File: src/rtl/mem_loader_if.sv
// Load-stream and memory-write signal bundle for the image loader.
// master: image source / memory side (drives in_*, observes mem_*).
// slave: the loader itself.
interface mem_loader_if #(
  parameter int unsigned ADDRWIDTH = 10,
  parameter int unsigned DATAWIDTH = 32
);
  logic                 in_valid;
  logic                 in_ready;
  logic [DATAWIDTH-1:0] in_data;
  logic                 mem_write;
  logic                 mem_target;
  logic [ADDRWIDTH-1:0] mem_address;
  logic [DATAWIDTH-1:0] mem_wdata;

  modport master (
    output in_valid, in_data,
    input  in_ready, mem_write, mem_target, mem_address, mem_wdata
  );

  modport slave (
    input  in_valid, in_data,
    output in_ready, mem_write, mem_target, mem_address, mem_wdata
  );
endinterface

File: src/rtl/mem_loader.sv
// Streams a header/count/data/checksum image into RAM or ROM, verifies the
// checksum and releases the core from reset only on a good image.
module mem_loader #(
  parameter int unsigned ADDRWIDTH = 10,
  parameter int unsigned DATAWIDTH = 32
) (
  input  logic         clock,
  input  logic         reset,
  mem_loader_if.slave  bus,
  input  logic         reload,
  output logic         core_nreset,
  output logic         done,
  output logic         error
);

  typedef enum logic [2:0] {
    StHeader,
    StCount,
    StData,
    StCheck,
    StDone,
    StError
  } state_e;

  // Wide enough to hold start + N without overflow.
  localparam int unsigned SumW = ((ADDRWIDTH > 16) ? ADDRWIDTH : 16) + 1;

  state_e               state_q, state_d;
  logic                 ready_q;
  logic                 target_q;
  logic [ADDRWIDTH-1:0] start_q;
  logic [15:0]          n_q;
  logic [15:0]          idx_q;
  logic [DATAWIDTH-1:0] acc_q;
  logic                 mem_write_q;
  logic                 mem_target_q;
  logic [ADDRWIDTH-1:0] mem_address_q;
  logic [DATAWIDTH-1:0] mem_wdata_q;
  logic                 core_nreset_q;

  logic                 fire;
  logic                 accept;
  logic                 range_bad;
  logic                 last_word;
  logic [SumW-1:0]      end_addr;
  logic [SumW-1:0]      addr_limit;

  // ready_q keeps in_ready low until the first edge after reset release.
  assign bus.in_ready = ready_q &&
                        ((state_q == StHeader) || (state_q == StCount) ||
                         (state_q == StData)   || (state_q == StCheck));
  assign fire   = bus.in_valid && bus.in_ready;
  // A word handshaken alongside reload is dropped.
  assign accept = fire && !reload;

  assign end_addr   = SumW'(start_q) + SumW'(bus.in_data[15:0]);
  assign addr_limit = SumW'(1) << ADDRWIDTH;
  assign range_bad  = end_addr > addr_limit;
  assign last_word  = ({1'b0, idx_q} + 17'd1) == {1'b0, n_q};

  assign bus.mem_write   = mem_write_q;
  assign bus.mem_target  = mem_target_q;
  assign bus.mem_address = mem_address_q;
  assign bus.mem_wdata   = mem_wdata_q;
  assign core_nreset     = core_nreset_q;
  assign done            = (state_q == StDone);
  assign error           = (state_q == StError);

  // State register.
  always_ff @(posedge clock or posedge reset) begin
    if (reset) begin
      state_q <= StHeader;
    end else begin
      state_q <= state_d;
    end
  end

  // Next-state decode; reload overrides everything, stalls hold state.
  always_comb begin
    state_d = state_q;
    if (reload) begin
      state_d = StHeader;
    end else if (fire) begin
      unique case (state_q)
        StHeader: state_d = StCount;
        StCount: begin
          if (range_bad) begin
            state_d = StError;
          end else if (bus.in_data[15:0] == 16'd0) begin
            state_d = StCheck;
          end else begin
            state_d = StData;
          end
        end
        StData:  if (last_word) state_d = StCheck;
        StCheck: state_d = (bus.in_data == acc_q) ? StDone : StError;
        default: state_d = state_q;
      endcase
    end
  end

  // Image fields, checksum accumulation and the registered write port.
  always_ff @(posedge clock or posedge reset) begin
    if (reset) begin
      ready_q       <= 1'b0;
      target_q      <= 1'b0;
      start_q       <= '0;
      n_q           <= '0;
      idx_q         <= '0;
      acc_q         <= '0;
      mem_write_q   <= 1'b0;
      mem_target_q  <= 1'b0;
      mem_address_q <= '0;
      mem_wdata_q   <= '0;
      core_nreset_q <= 1'b0;
    end else begin
      ready_q       <= 1'b1;
      mem_write_q   <= 1'b0;
      // Core leaves reset one cycle after DONE is entered.
      core_nreset_q <= (state_q == StDone) && !reload;
      if (accept) begin
        case (state_q)
          StHeader: begin
            target_q <= bus.in_data[31];
            start_q  <= bus.in_data[ADDRWIDTH-1:0];
          end
          StCount: begin
            n_q   <= bus.in_data[15:0];
            idx_q <= '0;
            acc_q <= '0;
          end
          StData: begin
            mem_write_q   <= 1'b1;
            mem_target_q  <= target_q;
            mem_address_q <= start_q + ADDRWIDTH'(idx_q);
            mem_wdata_q   <= bus.in_data;
            acc_q         <= acc_q + bus.in_data;
            idx_q         <= idx_q + 16'd1;
          end
          default: ;
        endcase
      end
    end
  end

endmodule

File: src/flat_wrapper.sv
// flat-port wrapper written by rule: the top's interface ports become plain ports
module mem_loader_flat 
#(
  parameter int unsigned ADDRWIDTH = 10,
  parameter int unsigned DATAWIDTH = 32
)
  (clock, reset, reload, core_nreset, done, error, bus_in_valid, bus_in_data, bus_in_ready, bus_mem_write, bus_mem_target, bus_mem_address, bus_mem_wdata);
  mem_loader_if #(.ADDRWIDTH(ADDRWIDTH), .DATAWIDTH(DATAWIDTH)) bus_i ();
  input  logic clock;
  input  logic reset;
  input  logic reload;
  output logic core_nreset;
  output logic done;
  output logic error;
  input wire logic [$bits(bus_i.in_valid)-1:0] bus_in_valid;
  input wire logic [$bits(bus_i.in_data)-1:0] bus_in_data;
  output wire logic [$bits(bus_i.in_ready)-1:0] bus_in_ready;
  output wire logic [$bits(bus_i.mem_write)-1:0] bus_mem_write;
  output wire logic [$bits(bus_i.mem_target)-1:0] bus_mem_target;
  output wire logic [$bits(bus_i.mem_address)-1:0] bus_mem_address;
  output wire logic [$bits(bus_i.mem_wdata)-1:0] bus_mem_wdata;
  assign bus_i.in_valid = bus_in_valid;
  assign bus_i.in_data = bus_in_data;
  assign bus_in_ready = bus_i.in_ready;
  assign bus_mem_write = bus_i.mem_write;
  assign bus_mem_target = bus_i.mem_target;
  assign bus_mem_address = bus_i.mem_address;
  assign bus_mem_wdata = bus_i.mem_wdata;
  mem_loader #(.ADDRWIDTH(ADDRWIDTH), .DATAWIDTH(DATAWIDTH)) u_core (.clock(clock), .reset(reset), .bus(bus_i), .reload(reload), .core_nreset(core_nreset), .done(done), .error(error));
endmodule
File: config.mk
export PLATFORM = sky130hd
export DESIGN_NAME = mem_loader_flat
export DESIGN_NICKNAME = d
export VERILOG_FILES = /design/src/rtl/mem_loader_if.sv /design/src/rtl/mem_loader.sv /design/src/flat_wrapper.sv
export SDC_FILE = /design/constraint.sdc
export NUM_CORES = 1
export LEC_CHECK = 0
export CAP_MARGIN = 25
export CORE_UTILIZATION = 44
export CTS_BUF_LIST = sky130_fd_sc_hd__clkbuf_8
export CTS_CLUSTER_SIZE = 25
export DETAILED_ROUTE_END_ITERATION = 16
export HOLD_SLACK_MARGIN = 0.15
export SLEW_MARGIN = 20
export SYNTH_ARGS = -nofsm -noshare
export SYNTH_HDL_FRONTEND = slang
export SYNTH_SLANG_ARGS = --single-unit
export TNS_END_PERCENT = 5
File: constraint.sdc
create_clock -name clock -period 8.31 [get_ports clock]
set_clock_uncertainty 0.1 [all_clocks]
set_input_delay 1.662 -clock clock [delete_from_list [all_inputs] [get_ports clock]]
set_output_delay 1.662 -clock clock [all_outputs]
set_load 0.01 [all_outputs]
==> results of run 1 <==
## Yosys cell counts (10+ instances only)
cell type | n | area share [%]
mux2i_1 | 10 | 1.2
nand2_1 | 192 | 9.0
a21oi_1 | 41 | 2.5
xor2_1 | 23 | 2.5
xnor2_1 | 30 | 3.3
ha_1 | 51 | 7.9
inv_1 | 16 | 0.75
nand3_1 | 22 | 1.4
mux2_2 | 29 | 4.1
nor4_1 | 15 | 1.2
o31ai_1 | 12 | 1.1
nor3_1 | 11 | 0.68
dfrtp_1 | 124 | 39
buf_2 | 10 | 0.62
nor2_1 | 43 | 2.0
a21o_1 | 20 | 1.9
o21a_1 | 14 | 1.3
o21ai_0 | 74 | 4.6
clkbuf_1 | 27 | 1.3
## power groups by stage
stage          combinational (mW)  sequential, mW  clock (mW)
6_report                    0.395           0.698       0.498
5_1_grt                     0.438           0.705       0.533
4_1_cts                     0.394           0.698       0.512
3_5_place_dp                0.391           0.709           0
3_3_place_gp                0.389           0.708           0
2_1_floorplan               0.288           0.698           0
## worst min-delay path by stage
stage	depth (start not counted)	slack, ps	endpoint
2_1_floorplan	2	330	u_core.bus.mem_target
3_3_place_gp	2	350	u_core.bus.mem_target
3_5_place_dp	2	360	u_core.bus.mem_target
4_1_cts	2	380	u_core.bus.mem_target
5_1_grt	2	400	u_core.bus.mem_wdata[23]
6_report	2	370	u_core.bus.mem_target
## cell type report
class	count	area (sq um)	share of cell area (%)
Sequential cell	124	3100	33.0
Inverter	17	66.3	0.704
Clock inverter	14	124	1.32
Clock buffer	17	234	2.48
Tap cell	229	287	3.04
Multi-Input combinational cell	724	4740	50.4
Timing Repair Buffer	87	861	9.14
## cell families after synthesis
family | after synthesis
simple gates | 350
compound gates | 227
flops | 124
buf+inv | 55
fa+ha+maj | 54
xor+xnor | 53
mux | 39
other cells | 1
## layer usage
layer / up-vias / GRT usage [%] / share of wire [%]
li1: 3375 / - / -
met1: 3251 / 33.1 / 51
met2: 159 / 33.4 / 44
met3: 24 / 3.94 / 3.9
met4: 0 / 6.23 / 1.0
met5: - / 0 / 0
## through the flow
| stage | std cells | hold slack (ps) | setup WS, ps | instance area [sq um] | utilization [%] |
|---|---|---|---|---|---|
| finish | 1212 | 369 | 3860 | 9420 | 52.4 |
| global route | 1212 | 400 | 3710 | 9420 | 52.4 |
| CTS | 1212 | 375 | 3890 | 9420 | 52.4 |
| detailed placement | 1181 | 355 | 3390 | 9060 | 50.4 |
| global placement | 1181 | 349 | 3490 | 9060 | 50.4 |
| floorplan | 903 | 333 | 3250 | 8050 | - |
## registers in the layout, indices dropped and copies added (netlist names)
register	flops
u_core.bus.mem_write	1
u_core.bus.mem_wdata	32
u_core.ready_q	1
u_core.n_q	16
u_core.core_nreset	1
u_core.idx_q	16
u_core.target_q	1
u_core.start_q	10
u_core.bus.mem_address	10
u_core.state_q	3
u_core.acc_q	32
u_core.bus.mem_target	1
## worst register-to-register path: stages, from the launching register on
cell	delay (ps)
dfrtp_1	450
nor2b_1	190
nand2_1	110
or2_2	290
or3_4	530
inv_2	410
buf_4	520
and3_1	230
mux2i_1	60
o311ai_0	80
==> results.cfg, run 1 <==
[outcome]
outcome = finished clean

[sta]
relSlewSlack_pct = 41.7
drv_slew = 0
worst_pin_slew_ps = 872
hold_violations = 0
rsz0062_at_grt = false
final.setup.tns_ps = 0
finalSetupViolCount = 0
fin_crit_sh_pct = 53.5
timing.final.crit_period_ps = 4450
max_freq_mhz = 225

[clock_network]
clk_latency_ps = 460
ctsResizeCount = 0
clock_sinks = 124
cts-root-buf = clkbuf_8
cts_setup_buffers = 0
cts_tree = done
cts_max_path_buffers = 2
cts.clk_slew.worst_paths_ps = 80
numCtsBuffers = 17
h-tree-depth = 4
postCtsHoldBufs = 0

[synth]
postSynth.asyncResetShare_pct = 100
syn_area_per_cell_sq_um = 8.91
synth_cell_types = 76
ys_seq_area_share_pct = 38.6
synth-edff-count = 0
ys_warn_count = 0
synth_compound_area_share_pct = 18.7
syn_nets = 993
yosys.area_share.simple_pct = 20.3
synthMuxAreaShare_pct = 5.30
synth_fa_ha_area_share_pct = 8.67
synth-xor-area-share_pct = 5.77
synth_top_family_by_area = simple AND/OR/NAND/NOR gates
synth_flop_cell = dfrtp_1
syn_area_sq_um = 8050
ys_ff_latch = 124
netlist_instances = 903

[die]
die_w_microns = 137
core_area_sq_um = 18000
io_pins = 84
floorplan.die_area_sq_um = 18800
die_h_microns = 137
num_rows = 49
start_util_pct = 44.8

[routing]
remaining_drc_errors = 0
wl_mm = 20.2
vias_per_cell = 5.62
ant_nets = 0
wire_per_inst_microns = 16.6
drt_iter0_drc = 491
first_pass_iters = 5
vias = 6809

[finish]
drive_gt1_share_pct = 8.55
mostFrequentLayoutCell = nand2_1
nets = 1061
n_fill_cell = 1691
areaGrowthSynthToFinish_pct = 17.0
antennaDiodeCount = 0
layout_common_cells = 192 x nand2_1, 124 x dfrtp_1, 83 x clkdlybuf4s50_1, 74 x o21ai_0, 51 x ha_1

[power_and_ir_drop]
vdd_drop_max_mv = 0.100
power_density_nw_per_um2 = 169
p_seq_share_pct = 43.9
total_power_mw = 1.59
clockPowerShare_pct = 31.3
p_leak_nw = 4.29
power.internal_mw = 1.07
p_sw_share_pct = 32.5
p_comb_share_pct = 24.8
p_sw_uw = 516

[global_routing]
grt_first_pass_wirelength_mm = 32.2
overflow = 0
grt_usage_pct = 22.4
grt_pass1_vias = 6162
grt_max_degree = 74
grt_antenna_before_repair = 0

[worst_setup_path]
path_class = input pin to register
endpoint_kind = register
endpoint = u_core.state_q[0]
cp_max_fo = 6
reg2reg_depth = 9
worstSetupPathDepth = 11
critPathSlowestCell = clkdlybuf4s50_1
critPathLaunchType = input pin
crit_top_cell = o21a_1
worstSetupStartpoint = bus_in_data[0]
critPathArrivalTime_ps = 4700
r2r-end = u_core.acc_q[20]
slowest_delay_ps = 590
cp.required_ps = 8560
r2r_start = u_core.state_q[2]
crit_family = compound AO/OA/AOI/OAI gates
regToRegSetupSlack_ps = 5230
crit_buf_inv = 1
cp_cell_sequence = clkdlybuf4s50_1, ha_1, fa_1, a211oi_2, o21a_1, o21bai_1, a31o_2, and3_1, a211oi_1, a2111oi_0, o21a_1

[run]
max_cap_viol_count = 0

[place]
io_buffers = 83
place.gp.congestion = 0.831
place_hpwl_mm = 14.0

[min_path]
min-delay-start = u_core.target_q
hold_path_class = register to register
Note: power is estimated with default switching activity, not from simulation.
==> run 2, diff against run 1 <==
==> constraint.sdc (replaced) <==
create_clock -name clock -period 4.5 [get_ports clock]
set_clock_uncertainty 0.1 [all_clocks]
set_input_delay 0.9 -clock clock [delete_from_list [all_inputs] [get_ports clock]]
set_output_delay 0.9 -clock clock [all_outputs]
set_load 0.01 [all_outputs]
==> run 2 against run 1 <==
Against the previous run: sequential power up 85%; first-iteration DRC count shrank 9.6%; via count barely moved; power increased by 92%; core utilization up 1.0 points; non-clock buffer count up 16.
==> results.cfg, run 2 (synthesis results as in run 1) <==
[finish]
nets = 1077
mostFrequentLayoutCell = nand2_1
fin_util_pct = 53.4
multi_input_area_sq_um = 4740
drive_gt1_share_pct = 10.1
register_area_sq_um = 3100
areaGrowthSynthToFinish_pct = 19.2
antennaDiodeCount = 0
design_area_sq_um = 9600
layout_common_cells = 192 x nand2_1, 124 x dfrtp_1, 83 x clkdlybuf4s50_1, 74 x o21ai_0, 51 x ha_1
finalNonFillerCells = 1229
n_fill_cell = 1674

[clock_network]
numCtsBuffers = 17
cts_max_path_buffers = 2
cts.clk_slew.worst_paths_ps = 90
cts_setup_buffers = 0
h-tree-depth = 4
clk_latency_ps = 460
postCtsHoldBufs = 0
ctsResizeCount = 0
cts_tree = done
cts-root-buf = clkbuf_8
clock_sinks = 124

[global_routing]
overflow = 0
grt_first_pass_wirelength_mm = 33.9
grt_antenna_before_repair = 0
grt_usage_pct = 23.3
grt_max_degree = 92
grt_pass1_vias = 6535

[sta]
timing.final.crit_period_ps = 3770
drv_slew = 0
holdWs_ps = 375
max_freq_mhz = 265
rsz0062_at_grt = false
fin_crit_sh_pct = 83.7
relSlewSlack_pct = 45.7
finalSetupViolCount = 0
hold_violations = 0
final.setup.tns_ps = 0
worst_pin_slew_ps = 803

[worst_setup_path]
endpoint_kind = register
slowest_delay_ps = 570
critPathLaunchType = input pin
crit_family = compound AO/OA/AOI/OAI gates
critPathSlowestCell = a2111oi_0
crit_top_cell = o21a_1
cp_cell_sequence = clkdlybuf4s50_1, ha_1, fa_1, a211oi_2, o21a_1, o21bai_1, a31o_2, a21boi_0, a211oi_1, a2111oi_0, o21a_1
path_class = input pin to register
critPathArrivalTime_ps = 4070
cp.required_ps = 4800
cp_max_fo = 6
crit_buf_inv = 1

[power_and_ir_drop]
p_leak_nw = 4.40
power.internal_mw = 2.08
p_sw_share_pct = 32.1
power_density_nw_per_um2 = 319
p_comb_share_pct = 24.0
p_sw_uw = 983
clockPowerShare_pct = 33.7
p_seq_share_pct = 42.3
vdd_drop_max_mv = 0.184

[die]
floorplan.die_area_sq_um = 18800
die_w_microns = 137
num_rows = 49
core_area_sq_um = 18000
io_pins = 84
die_h_microns = 137
start_util_pct = 44.8

[routing]
drt_iter0_drc = 444
ant_nets = 0
wl_mm = 20.2
wire_per_inst_microns = 16.5
first_pass_iters = 5
remaining_drc_errors = 0
vias_per_cell = 5.54
vias = 6806

[outcome]
outcome = finished clean

[place]
place_hpwl_mm = 14.3
place.gp.congestion = 0.870
io_buffers = 83
place_area_sq_um = 9190
place_inst = 1197

[min_path]
hold_path_class = register to register

[run]
max_cap_viol_count = 0
==> run 2: final cells by class <==
type                       count  share of cell area (%)
clock inverter                14                    1.64
timing repair buffer         103                    10.4
clock buffer                  18                    2.58
inverter                      17                   0.691
sequential                   124                    32.3
tap                          229                    2.99
multi-input combinational    724                    49.4
==> run 2: through the flow <==
step | setup WS (ps) | power (mW)
finish | 731 | 3.06
global route | 508 | 3.24
CTS | 765 | 3.09
detailed placement | 271 | 2.05
global placement | 471 | 2.04
floorplan | 201 | 1.82
==> run 2: per-layer routing <==
layer  vias to the layer above  wire length (microns)  track usage [%]
li1                       3391                      -                -
met1                      3239                  10500             34.5
met2                       154                   8630             34.3
met3                        22                    750             3.75
met4                         0                    325             7.63
met5                         -                      0                0
==> run 2: path summary, 6_finish.rpt <==
kind / start / cells after the start / slack [ps] / endpoint
setup / recovery: bus_in_data[0] / 11 / 730 / u_core.state_q[0]
max in group asynchronous: reset / 3 / 2670 / u_core.acc_q[12]
hold reg to reg: u_core.target_q / 2 / 370 / u_core.bus.mem_target
min in group asynchronous: reset / 2 / 790 / u_core.bus.mem_address[4]
hold / removal: u_core.target_q / 2 / 370 / u_core.bus.mem_target
setup reg to reg: u_core.start_q[0] / 10 / 1400 / u_core.state_q[0]
==> run 2: power by group through the flow <==
stage | combinational [mW] | sequential, mW | clock (mW)
3_5_place_dp | 0.732 | 1.31 | 0
6_report | 0.735 | 1.29 | 1.03
5_1_grt | 0.826 | 1.31 | 1.10
3_3_place_gp | 0.727 | 1.31 | 0
2_1_floorplan | 0.532 | 1.29 | 0
4_1_cts | 0.737 | 1.29 | 1.06
==> run 2: worst register-to-register path: cells and delay by family (launching register included) <==
family | cells | cell delay, ps
AO/OA/AOI/OAI | 8 | 1860
adder cells (fa/ha/maj) | 2 | 670
flip-flops | 1 | 420
